## src/rtl/mem_wb_if.sv

```systemverilog
// MEM/WB pipeline-register bundle: MEM-stage controls and payload in,
// write-back port and retire counter out.
interface mem_wb_if;
    logic        stall;
    logic        flush;
    logic        in_valid;
    logic [2:0]  in_reg_op;
    logic [2:0]  in_wb_addr;
    logic [1:0]  in_wb_sel;
    logic [15:0] in_alu_data;
    logic [15:0] in_mem_data;
    logic [15:0] in_pc_plus1;
    logic [2:0]  wb_addr;
    logic [15:0] wb_data;
    logic [2:0]  reg_op;
    logic        wb_valid;
    logic [15:0] retire_cnt;

    // MEM-stage side: drives the slot, observes the write-back port.
    modport master (
        output stall, flush, in_valid, in_reg_op, in_wb_addr, in_wb_sel,
               in_alu_data, in_mem_data, in_pc_plus1,
        input  wb_addr, wb_data, reg_op, wb_valid, retire_cnt
    );

    // Pipeline register side.
    modport slave (
        input  stall, flush, in_valid, in_reg_op, in_wb_addr, in_wb_sel,
               in_alu_data, in_mem_data, in_pc_plus1,
        output wb_addr, wb_data, reg_op, wb_valid, retire_cnt
    );
endinterface

```

## src/rtl/mem_wb_reg.sv

```systemverilog
// MEM/WB pipeline register. All outputs come straight from flops, so the
// register file (writing on the falling edge) sees a stable value for the
// whole cycle. Priority on each edge: reset, flush, stall, normal load.
module mem_wb_reg (
    input  logic     clk_50MHz,
    input  logic     rst,          // active low, synchronous
    mem_wb_if.slave  bus
);
    // Shared REG_OP target-class encodings; 6 and 7 are unused.
    localparam logic [2:0] OP_NOP = 3'd0;
    localparam logic [2:0] OP_REG = 3'd1;
    localparam logic [2:0] OP_T   = 3'd2;
    localparam logic [2:0] OP_SP  = 3'd3;
    localparam logic [2:0] OP_IH  = 3'd4;
    localparam logic [2:0] OP_RA  = 3'd5;

    logic [2:0]  r_wb_addr;
    logic [15:0] r_wb_data;
    logic [2:0]  r_reg_op;
    logic        r_wb_valid;
    logic [15:0] r_retire_cnt;

    logic [15:0] w_sel_data;
    logic [2:0]  w_reg_op;

    // Write-back source mux; 11 aliases the ALU so every code is defined.
    always_comb begin
        w_sel_data = bus.in_alu_data;
        case (bus.in_wb_sel)
            2'b01:   w_sel_data = bus.in_mem_data;
            2'b10:   w_sel_data = bus.in_pc_plus1;
            default: w_sel_data = bus.in_alu_data;
        endcase
    end

    // Squash unused target-class encodings to NOP so the register file
    // never sees an op it cannot decode.
    always_comb begin
        w_reg_op = OP_NOP;
        case (bus.in_reg_op)
            OP_REG, OP_T, OP_SP, OP_IH, OP_RA: w_reg_op = bus.in_reg_op;
            default:                           w_reg_op = OP_NOP;
        endcase
    end

    // Stage register and retire counter, updated together so the count
    // always matches the instructions that reached write-back.
    always_ff @(posedge clk_50MHz) begin
        if (!rst) begin
            r_wb_addr    <= 3'd0;
            r_wb_data    <= 16'h0000;
            r_reg_op     <= OP_NOP;
            r_wb_valid   <= 1'b0;
            r_retire_cnt <= 16'h0000;
        end else if (bus.flush) begin
            r_wb_addr    <= 3'd0;
            r_wb_data    <= 16'h0000;
            r_reg_op     <= OP_NOP;
            r_wb_valid   <= 1'b0;
        end else if (!bus.stall) begin
            if (bus.in_valid) begin
                r_wb_addr    <= bus.in_wb_addr;
                r_wb_data    <= w_sel_data;
                r_reg_op     <= w_reg_op;
                r_wb_valid   <= 1'b1;
                r_retire_cnt <= r_retire_cnt + 16'd1;
            end else begin
                r_wb_addr    <= 3'd0;
                r_wb_data    <= 16'h0000;
                r_reg_op     <= OP_NOP;
                r_wb_valid   <= 1'b0;
            end
        end
        // stall without flush: everything holds, including the counter
    end

    assign bus.wb_addr    = r_wb_addr;
    assign bus.wb_data    = r_wb_data;
    assign bus.reg_op     = r_reg_op;
    assign bus.wb_valid   = r_wb_valid;
    assign bus.retire_cnt = r_retire_cnt;
endmodule

```

## src/flat_wrapper.sv

```systemverilog
// flat-port wrapper written by rule: the top's interface ports become plain ports
module mem_wb_reg_flat 
  (clk_50MHz, rst, bus_stall, bus_flush, bus_in_valid, bus_in_reg_op, bus_in_wb_addr, bus_in_wb_sel, bus_in_alu_data, bus_in_mem_data, bus_in_pc_plus1, bus_wb_addr, bus_wb_data, bus_reg_op, bus_wb_valid, bus_retire_cnt);
  mem_wb_if bus_i ();
  input  logic clk_50MHz;
  input  logic rst;
  input wire logic [$bits(bus_i.stall)-1:0] bus_stall;
  input wire logic [$bits(bus_i.flush)-1:0] bus_flush;
  input wire logic [$bits(bus_i.in_valid)-1:0] bus_in_valid;
  input wire logic [$bits(bus_i.in_reg_op)-1:0] bus_in_reg_op;
  input wire logic [$bits(bus_i.in_wb_addr)-1:0] bus_in_wb_addr;
  input wire logic [$bits(bus_i.in_wb_sel)-1:0] bus_in_wb_sel;
  input wire logic [$bits(bus_i.in_alu_data)-1:0] bus_in_alu_data;
  input wire logic [$bits(bus_i.in_mem_data)-1:0] bus_in_mem_data;
  input wire logic [$bits(bus_i.in_pc_plus1)-1:0] bus_in_pc_plus1;
  output wire logic [$bits(bus_i.wb_addr)-1:0] bus_wb_addr;
  output wire logic [$bits(bus_i.wb_data)-1:0] bus_wb_data;
  output wire logic [$bits(bus_i.reg_op)-1:0] bus_reg_op;
  output wire logic [$bits(bus_i.wb_valid)-1:0] bus_wb_valid;
  output wire logic [$bits(bus_i.retire_cnt)-1:0] bus_retire_cnt;
  assign bus_i.stall = bus_stall;
  assign bus_i.flush = bus_flush;
  assign bus_i.in_valid = bus_in_valid;
  assign bus_i.in_reg_op = bus_in_reg_op;
  assign bus_i.in_wb_addr = bus_in_wb_addr;
  assign bus_i.in_wb_sel = bus_in_wb_sel;
  assign bus_i.in_alu_data = bus_in_alu_data;
  assign bus_i.in_mem_data = bus_in_mem_data;
  assign bus_i.in_pc_plus1 = bus_in_pc_plus1;
  assign bus_wb_addr = bus_i.wb_addr;
  assign bus_wb_data = bus_i.wb_data;
  assign bus_reg_op = bus_i.reg_op;
  assign bus_wb_valid = bus_i.wb_valid;
  assign bus_retire_cnt = bus_i.retire_cnt;
  mem_wb_reg u_core (.clk_50MHz(clk_50MHz), .rst(rst), .bus(bus_i));
endmodule
```

## config.mk

```make
export PLATFORM = sky130hd
export DESIGN_NAME = mem_wb_reg_flat
export DESIGN_NICKNAME = d
export VERILOG_FILES = /design/src/rtl/mem_wb_if.sv /design/src/rtl/mem_wb_reg.sv /design/src/flat_wrapper.sv
export SDC_FILE = /design/constraint.sdc
export NUM_CORES = 1
export LEC_CHECK = 0
export BUFFER_PORTS_ARGS = -buffer_cell sky130_fd_sc_hd__buf_2
export CORE_AREA = 4 4 61 90
export DETAILED_ROUTE_END_ITERATION = 12
export DIE_AREA = 0 0 65 94
export GPL_ROUTABILITY_DRIVEN = 0
export GPL_TIMING_DRIVEN = 0
export PLACE_DENSITY = 0.74
export SYNTH_ARGS = -nofsm -noshare
export SYNTH_HDL_FRONTEND = slang
export SYNTH_SLANG_ARGS = --single-unit
```

## constraint.sdc

```tcl
create_clock -name clk_50MHz -period 1.65 [get_ports clk_50MHz]
set_input_delay 0.4125 -clock clk_50MHz [delete_from_list [all_inputs] [get_ports clk_50MHz]]
set_output_delay 0.4125 -clock clk_50MHz [all_outputs]
set_load 0.05 [all_outputs]
```

==> impl_results.md <==
* Status: completed
* Number of global-route vias before repair at 1939
* Fmax at 638 MHz
* Drt via density at between 5 and 6
* Synth Register Bits at 39
* Synth Area in Simple Gates at around a fifth
* First-pass GRT wire length at 8630 µm
* CP Capture Type: register
* Worst-path clk slew at 0.07 ns
* Drt first pass iters at 4
* Slew @ Worst Pin at 0.472 ns
* Syn_area_per_cell at 8.41 µm²
* Initial DRC Count at 95
* Most area-consuming cells after synthesis: dfxtp_1, a22oi_1, nor2_1, o21ai_0, nand2_1
* Root Driver: clkbuf_8
* Clk_lat worst skew at ~0.28 ns
* GRT Residual Overflow at 0
* Post-CTS Setup Bufs at 0
* Worst EP arrival at 1.78 ns
* Post-route ant nets at 0
* Peak VDD IR at 0.000335 V
* Num rows at 31
* Chip Width at roughly 65 µm
* Xor and xnor area share after synthesis at under 10%
* Yosys warning total at 0
* Layout cell share with drive strength beyond 1 at a little under two fifths
* Ports placed on the boundary at 100
* Routed wire length per instance at approximately 13 µm
* Final Net Count at between 300 and 400
* # setup viols final at 0
* Area grow syn2layout at 37.6%
* Mapped Nets at 282
* Cells after Synth at 218
* CTS Buf Count at 5
* Initial antenna violation count at 0
* Starting Density at between 30 and 40%
* Max cap viols at 0
* Max Root-Sink Buffers at 2
* Final core occ at around 53%
* DRC viols at 0
* Shortest period the worst path allows at 1.57 ns
* Adder-Cell Fraction of Synth Area at 2.05%
* Gr usage total at 17.8%
* Min-delay worst type: in2reg
* Max FO, Critical Path at 7
* Leakage power at 1.18 nW
* Slew Limit Fails at 0
* WL final at 5070 µm
* Pin count of the biggest net entering global routing at 12
* Synth unique cells at 27
* Main combinational cell family by area after synthesis: compound AO/OA/AOI/OAI gates
* Max-slew headroom at 68.5%
* Hold_ws at 0.377 ns
* RSZ-0062 raised after global routing: no
* Tot Pwr at around 1.9 mW
* Via count at 1965
* Die area at 6110 µm²
* Post-synth top area share at between 40% and 50%
* Netlist Area Pre-Place at 1830 µm²
* CP Class: reg2reg
* Skew final at 0.00590 ns
* Crit start category: register
* CTS tree: done
* Floorplan core area at between 4000 and 5000 µm²
* Dominant cell type by area after synthesis: dfxtp_1
* CTS H-Tree Depth at 2
* Ant diodes at 0
* Final HPWL DP at 4100 µm
* IO Port Bufs at 98
* Synth Area in Compound Gates at 24.2%
* Final period utilization at 95.0%
* Fin. Hold Viols at 0
* Die H at 94 µm
* Sequential cell area fraction in the yosys report at 42.6%
* PD cells at 738 nW/µm²
* Mux share of post-synthesis cell area at 0.546%
* CP required at 1.87 ns
* CTS sink cnt at 39
[report_power, final]
part	total, mW	switching (mW)	internal (mW)
combinational	0.303	0.182	0.121
clock	0.607	0.311	0.297
sequential	0.953	0.00808	0.945
[cell type report]
cell class,instances,area (µm²)
Multi-Input combinational cell,157,971
Tap cell,66,82.6
Clock inverter,1,5.00
Fill cell,483,2250
Buffer,14,70.1
Timing Repair Buffer,98,490
Clock buffer,7,76.3
Sequential cell,39,806
Inverter,6,22.5
[path summary, 6_finish.rpt]
path                            cells past startpoint                         to  slack [ns]                      start
worst max-delay path                                5  u_core.bus.retire_cnt[14]        0.08   u_core.bus.retire_cnt[0]
worst min register to register                      2  u_core.bus.retire_cnt[15]        0.48  u_core.bus.retire_cnt[15]
worst min-delay path                                3      u_core.bus.wb_addr[2]        0.38          bus_in_wb_addr[2]
worst max register to register                      5  u_core.bus.retire_cnt[14]        0.08   u_core.bus.retire_cnt[0]
[placed cells by master, fill, tap and decap left out, types with 2 or more instances in the layout]
cell,Yosys,final
nand4_1,4,4
xor2_1,8,8
o21ai_0,18,18
buf_2,0,99
a32oi_1,3,3
a21oi_1,7,7
nand2_1,20,19
nor2_1,33,33
clkbuf_8,0,5
or3_1,2,2
a22oi_1,35,35
buf_6,2,2
dfxtp_4,0,6
nand3_1,5,5
o31ai_1,4,4
or4_1,4,4
dfxtp_2,0,2
ha_1,3,3
clkbuf_1,13,12
inv_1,6,6
dfxtp_1,39,31
nand2_4,1,2
[metrics by stage]
step | setup WS [ns] | std cells | TNS, ns | cell area (µm²)
floorplan | 0.0164 | 218 | 0 | 1860
global placement | -0.317 | 382 | -3.12 | 2430
detailed placement | -0.351 | 382 | -3.76 | 2430
CTS | 0.00183 | 390 | 0 | 2520
global route | 0.00825 | 388 | 0 | 2520
finish | 0.0821 | 388 | 0 | 2520
[critical path: stages (launching register included)]
cell and delay (ns):
dfxtp_4 0.37, ha_1 0.18, and3_4 0.23, nand2_4 0.08, or4_1 0.50, a21oi_1 0.16
[registers in the layout, summed over array words and instances, names as in the netlist]
signal	cells
u_core.bus.reg_op	3
u_core.bus.wb_addr	3
u_core.bus.wb_valid	1
u_core.bus.wb_data	16
u_core.bus.retire_cnt	16
[synth_stat cells]
| library cell | number |
|---|---|
| dfxtp_1 | 39 |
| a22oi_1 | 35 |
| nor2_1 | 33 |
| nand2_1 | 20 |
| o21ai_0 | 18 |
| clkbuf_1 | 13 |
| xor2_1 | 8 |
| a21oi_1 | 7 |
| inv_1 | 6 |
| nand3_1 | 5 |
| nand4_1 | 4 |
| o31ai_1 | 4 |
| or4_1 | 4 |
| a32oi_1 | 3 |
| ha_1 | 3 |
| and3_1 | 2 |
| and4_1 | 2 |
| buf_6 | 2 |
| or3_1 | 2 |
| buf_1 | 1 |
| mux2i_1 | 1 |
| nand2_4 | 1 |
| nand2b_1 | 1 |
| nand4_4 | 1 |
| nor2b_1 | 1 |
| nor3b_4 | 1 |
| xnor2_1 | 1 |
[layer usage]
layer	global-route usage, %	routed length (µm)	up-vias
li1	-	-	995
met3	7.31	582	7
met1	18.9	1830	877
met2	30.7	2590	86
met5	0	0	-
met4	7.58	75	0
[what timing repair did]
action	4_1_cts	5_1_grt
resized for setup	2	8
hold buffers	0	0
setup endpoints to repair	3	14
[cell families (layout without fill, tap and decap cells)]
kind of cell / after synthesis / count (layout)
buffers and inverters: 22 / 126
flip-flops: 39 / 39
AND/OR/NAND/NOR: 77 / 77
multiplexers: 1 / 1
XOR/XNOR: 9 / 9
adder cells (fa/ha/maj): 3 / 3
AO/OA/AOI/OAI: 67 / 67
Note: power is estimated with default switching activity, not from simulation.
